<file path="src/rtl/interrupt_request_controller.sv">
// Purpose: latches rising edges of four interrupt sources, masks and arbitrates them, and runs a request/service handshake with the pipeline.
// Latency: an edge sampled at clock k is pending after k; interruptRequest and interruptCause are valid after k+1 (IDLE, enabled, unmasked).
// Backpressure: a request is held until interruptAck, or withdrawn when globalEnable drops; no new request is made until eret ends service.
module interrupt_request_controller #(
  parameter logic [3:0] MASK_RESET = 4'b1111
) (
  input  logic       clock,
  input  logic       reset,
  input  logic [3:0] irqIn,
  input  logic       globalEnable,
  input  logic       maskWrite,
  input  logic [3:0] maskIn,
  input  logic       interruptAck,
  input  logic       eret,
  output logic       interruptRequest,
  output logic [1:0] interruptCause,
  output logic       inService,
  output logic [3:0] pendingOut,
  output logic [3:0] maskOut
);

  typedef enum logic [1:0] {
    IDLE    = 2'd0,
    REQUEST = 2'd1,
    SERVICE = 2'd2
  } state_t;

  // Registered state
  state_t     state_q,   state_d;
  logic [3:0] prev_q,    prev_d;
  logic [3:0] pending_q, pending_d;
  logic [3:0] mask_q,    mask_d;
  logic [1:0] cause_q,   cause_d;
  logic       req_q,     req_d;
  logic       svc_q,     svc_d;

  // Combinational helpers
  logic [3:0] rise;
  logic [3:0] eligible;
  logic       any_eligible;
  logic [1:0] arb_idx;
  logic       ack_accept;
  logic [3:0] ack_clear;

  // Edge detection against the previous sample of each source
  always_comb begin
    rise   = irqIn & ~prev_q;
    prev_d = irqIn;
  end

  // Fixed-priority arbitration over pending and unmasked sources; bit 0 wins
  always_comb begin
    eligible     = pending_q & mask_q;
    any_eligible = |eligible;
    arb_idx      = 2'd0;
    casez (eligible)
      4'b???1: arb_idx = 2'd0;
      4'b??10: arb_idx = 2'd1;
      4'b?100: arb_idx = 2'd2;
      4'b1000: arb_idx = 2'd3;
      default: arb_idx = 2'd0;
    endcase
  end

  // Acknowledge is only meaningful while a request is outstanding
  always_comb begin
    ack_accept = (state_q == REQUEST) && interruptAck;
    ack_clear  = 4'b0000;
    if (ack_accept) begin
      ack_clear[cause_q] = 1'b1;
    end
  end

  // Pending bits: a new edge wins over a same-cycle acknowledge so it is not lost;
  // masking never clears a pending bit
  always_comb begin
    pending_d = (pending_q & ~ack_clear) | rise;
  end

  // Mask register; the new value steers arbitration from the next cycle on
  always_comb begin
    mask_d = mask_q;
    if (maskWrite) begin
      mask_d = maskIn;
    end
  end

  // Request/service state machine; acknowledge beats withdrawal in REQUEST
  always_comb begin
    state_d = state_q;
    cause_d = cause_q;
    unique case (state_q)
      IDLE: begin
        if (globalEnable && any_eligible) begin
          state_d = REQUEST;
          cause_d = arb_idx;
        end
      end
      REQUEST: begin
        if (interruptAck) begin
          state_d = SERVICE;
        end else if (!globalEnable) begin
          state_d = IDLE;
        end
      end
      SERVICE: begin
        if (eret) begin
          state_d = IDLE;
        end
      end
      default: begin
        state_d = IDLE;
      end
    endcase
    req_d = (state_d == REQUEST);
    svc_d = (state_d == SERVICE);
  end

  // State update with synchronous reset; reset aborts any request or service
  always_ff @(posedge clock) begin
    if (reset) begin
      state_q   <= IDLE;
      prev_q    <= 4'b0000;
      pending_q <= 4'b0000;
      mask_q    <= MASK_RESET;
      cause_q   <= 2'd0;
      req_q     <= 1'b0;
      svc_q     <= 1'b0;
    end else begin
      state_q   <= state_d;
      prev_q    <= prev_d;
      pending_q <= pending_d;
      mask_q    <= mask_d;
      cause_q   <= cause_d;
      req_q     <= req_d;
      svc_q     <= svc_d;
    end
  end

  // Every output comes straight from a flop
  assign interruptRequest = req_q;
  assign interruptCause   = cause_q;
  assign inService        = svc_q;
  assign pendingOut       = pending_q;
  assign maskOut          = mask_q;

endmodule
</file>
<file path="config.mk">
export PLATFORM = sky130hd
export DESIGN_NAME = interrupt_request_controller
export DESIGN_NICKNAME = d
export VERILOG_FILES = /design/src/rtl/interrupt_request_controller.sv
export SDC_FILE = /design/constraint.sdc
export NUM_CORES = 1
export LEC_CHECK = 0
export CORE_AREA = 4 4 43 49
export CTS_BUF_LIST = sky130_fd_sc_hd__clkbuf_16
export CTS_CLUSTER_SIZE = 16
export DETAILED_ROUTE_END_ITERATION = 8
export DIE_AREA = 0 0 47 53
export PLACE_DENSITY_LB_ADDON = 0.1
export SLEW_MARGIN = 20
export SYNTH_ARGS = -nofsm -noshare
export SYNTH_HDL_FRONTEND = slang
export SYNTH_SLANG_ARGS = --single-unit
</file>
<file path="constraint.sdc">
create_clock -name clock -period 1.9 [get_ports clock]
set_clock_uncertainty 0.15 [all_clocks]
set_input_delay 0.38 -clock clock [delete_from_list [all_inputs] [get_ports clock]]
set_output_delay 0.38 -clock clock [all_outputs]
set_load 0.1 [all_outputs]
</file>
==> impl_metrics.json <==
{
  "outcome": "finished, final reports clean",
  "fmaxAchievable_ghz": 0.6331,
  "globalRouteOverflowTotal": 0,
  "ctsRootBufferMaster": "sky130_fd_sc_hd__clkbuf_16",
  "worstPathRequired_ps": 1870,
  "synthesis.instances": 69,
  "critPathSlowestCell": "sky130_fd_sc_hd__clkdlybuf4s50_1",
  "r2r_slack_ps": 520,
  "grt_setup_unrepaired": "no",
  "grt_pass1_wl_um": 2635,
  "p_int_uw": 820.1,
  "timing.setup.critical_path_class": "primary input to flip-flop",
  "antennaDiodeCount": 0,
  "timing.critical_path.fanout_max": 4,
  "seq_area_frac_synth_pct": 51.89,
  "die_x_um": 47,
  "comb_power_share_pct": 27.9,
  "postCtsSetupRepairBufs": 0,
  "clkPwrFrac_pct": 34.7,
  "reg2reg_to": "interruptRequest",
  "grt_max_degree": 11,
  "timing.final.crit_period_ps": 1580,
  "worstSetupEndpoint": "pendingOut[0]",
  "viasPerCell": 5.165,
  "first_global_vias": 608,
  "post_synth.cell_area_avg_um2": 10.06,
  "layout-drive-gt1-share_pct": 22.68,
  "r2r.worst_path.cells": 4,
  "die-area_mm2": 0.002491,
  "p_sw_share_pct": 30.79,
  "synthDistinctLibCells": 28,
  "htree_levels": 1,
  "reg_to_reg_startpoint": "pendingOut[1]",
  "drcViolationCount": 0,
  "asyncSetResetFlopFracSynth_pct": 0,
  "areaGrowthSynthToFinish_pct": 67.75,
  "drv_slew": 0,
  "port_buffers": 25,
  "cts_tree": "built",
  "core_area_mm2": 0.001682,
  "worstSetupStartpoint": "interruptAck",
  "synth_fp_nets": 83,
  "dpl-instance-area_mm2": 0.001086,
  "die-height_um": 53,
  "clock_latency_ps": 240,
  "clkSlewWorstSetupHoldPaths_ps": 50,
  "grt_antenna_before_repair": 0,
  "number_of_setup_violations_in_the_final_report": 0,
  "drtPass1Iterations": 4,
  "cts_made_buffers": 3,
  "drt-wirelength-per-cell_um": 13.18,
  "timing.hold.worst.class": "flip-flop to flip-flop",
  "final.period_utilization_pct": 83.13,
  "crit_cells": 5,
  "synth-seq-cells": 18,
  "cpLargestDelayFamily": "buffers and inverters",
  "cts_max_path_buffers": 2,
  "synth-warning-count": 0,
  "clock_sinks": 18,
  "synthFlopType": "sky130_fd_sc_hd__dfxtp_1",
  "timing.final.hold_violations": 0,
  "post_cts_resized": 0,
  "initial_core_util_pct": 41.29,
  "tns_ps": 0,
  "num-fill-cells": 135,
  "dp.final_hpwl_um": 1212,
  "total_switching_power_uw": 364.8,
  "floorplan.io_pins": 26,
  "part_of_the_total_power_dissipated_in_sequential_elements_pct": 37.4,
  "worst_ep_arrival_time_ps": 1550,
  "vdd_ir_drop_max_uv": 592.4,
  "postRouteAntennaNets": 0,
  "finalInstanceArea_mm2": 0.001165,
  "critical-path-max-stage-delay_ps": 510,
  "critical_path.startpoint_type": "primary input",
  "wire_length_reported_by_the_detailed_router_um": 1516,
  "final_nets": 112,
  "number_of_vias_in_the_routed_layout": 594,
  "cp_num_buf_inv": 1,
  "power.density_cell_area_mw_per_mm2": 1017,
  "max-cap-violations": 0,
  "setup.worst_path.end_class": "flip-flop",
  "post_cts_hold_fix_bufs": 0,
  "path_cells": "clkdlybuf4s50_1 -> and2b_1 -> nand2_1 -> o311ai_1 -> o21ai_0",
  "static-leakage-power_nw": 0.4803,
  "finalWeightedCongestion": 0.6983,
  "grt_util_all_layers_pct": 14.74,
  "floorplan.rows": 16,
  "synth.cell_area_um2": 694.4,
  "edff_count_synth": 0,
  "relative_slew_margins_pct": 78.84,
  "max_slew.worst_pin.slew_ps": 316.6,
  "drtIter0Drc": 12
}
## power groups by stage
| stage | clock [mW] | sequential (mW) | combinational (mW) |
|---|---|---|---|
| global placement | 0 | 0.451 | 0.329 |
| detailed placement | 0 | 0.451 | 0.332 |
| CTS | 0.420 | 0.443 | 0.333 |
| floorplan | 0 | 0.575 | 0.0725 |
| global route | 0.433 | 0.448 | 0.346 |
| finish | 0.411 | 0.444 | 0.330 |
## per-layer routing
| metal | routed length (um) | track usage [%] | vias up |
|---|---|---|---|
| met5 | 0 | 0 | - |
| met1 | 644 | 17.15 | 269 |
| met3 | 117 | 3.401 | 2 |
| met4 | 10 | 6.912 | 0 |
| li1 | - | - | 303 |
| met2 | 743 | 24.66 | 20 |
## registers in the layout (all words and copies together) (netlist names)
name	cells
interruptRequest	1
interruptCause	2
inService	1
pendingOut	4
prev_q	4
state_q	2
maskOut	4
## per-stage QoR
| step | utilization [%] | setup slack [ps] | total power [mW] | std cells | hold slack (ps) |
|---|---|---|---|---|---|
| global route | 69.27 | 186.8 | 1.227 | 115 | 333.9 |
| finish | 69.27 | 320.5 | 1.185 | 115 | 287.0 |
| detailed placement | 64.58 | 65.54 | 0.7826 | 111 | 291.0 |
| floorplan | - | 2.853 | 0.6471 | 69 | 248.8 |
| CTS | 69.27 | 319.6 | 1.196 | 115 | 298.3 |
| global placement | 64.58 | 130.3 | 0.7796 | 111 | 270.9 |
## cells in the mapped netlist, types with 2 or more instances
| master | count | share of area (%) |
|---|---|---|
| sky130_fd_sc_hd__inv_1 | 4 | 2.2 |
| sky130_fd_sc_hd__nor2b_1 | 3 | 2.7 |
| sky130_fd_sc_hd__a22o_1 | 2 | 2.5 |
| sky130_fd_sc_hd__a21oi_1 | 4 | 2.9 |
| sky130_fd_sc_hd__a32o_1 | 3 | 4.3 |
| sky130_fd_sc_hd__dfxtp_1 | 18 | 52 |
| sky130_fd_sc_hd__mux2i_1 | 4 | 5.8 |
| sky130_fd_sc_hd__nand2_1 | 10 | 5.4 |
| sky130_fd_sc_hd__nor2_2 | 2 | 1.8 |
## worst register-to-register path, delay by kind of cell (launching register included)
kind	cells	cell delay, ps
DFF	1	360
AOI/OAI and AO/OA	2	330
and+or+nand+nor	2	400
## area by class of cell
cell class / instances / area, um2 / share of cell area, %
Clock inverter: 1 / 3.754 / 0.3222
Multi-Input combinational cell: 43 / 299.0 / 25.67
Clock buffer: 3 / 75.07 / 6.445
Tap cell: 18 / 22.52 / 1.933
Timing Repair Buffer: 27 / 385.4 / 33.08
Inverter: 5 / 18.77 / 1.611
Sequential cell: 18 / 360.3 / 30.93
## cells by family after synthesis
| family | synth area share (%) |
|---|---|
| mux | 5.766 |
| buf+inv | 5.043 |
| flops | 51.89 |
| simple gates | 16.94 |
| compound gates | 20.36 |
## worst min path at each step
stage / start / endpoint / cells after the start
CTS: prev_q[0] / pendingOut[0] / 1
finish: prev_q[0] / pendingOut[0] / 1
global route: prev_q[0] / pendingOut[0] / 1
floorplan: prev_q[0] / pendingOut[0] / 1
global placement: prev_q[0] / pendingOut[0] / 1
detailed placement: prev_q[0] / pendingOut[0] / 1
## cells in the final DEF, fill, tap and decap left out, drive strengths merged, types with 2 or more instances in the layout
| cell | Yosys | final |
|---|---|---|
| mux2i | 4 | 4 |
| clkdlybuf4s50 | 0 | 13 |
| nor2 | 3 | 3 |
| a21oi | 5 | 5 |
| buf | 2 | 14 |
| dfxtp | 18 | 18 |
| inv | 4 | 4 |
| clkbuf | 1 | 3 |
| a22o | 2 | 2 |
| clkinv | 1 | 2 |
| a32o | 3 | 3 |
| nor2b | 3 | 3 |
| a2111oi | 2 | 2 |
| nand2 | 10 | 10 |
No activity file was read; power rests on OpenSTA's default activity.
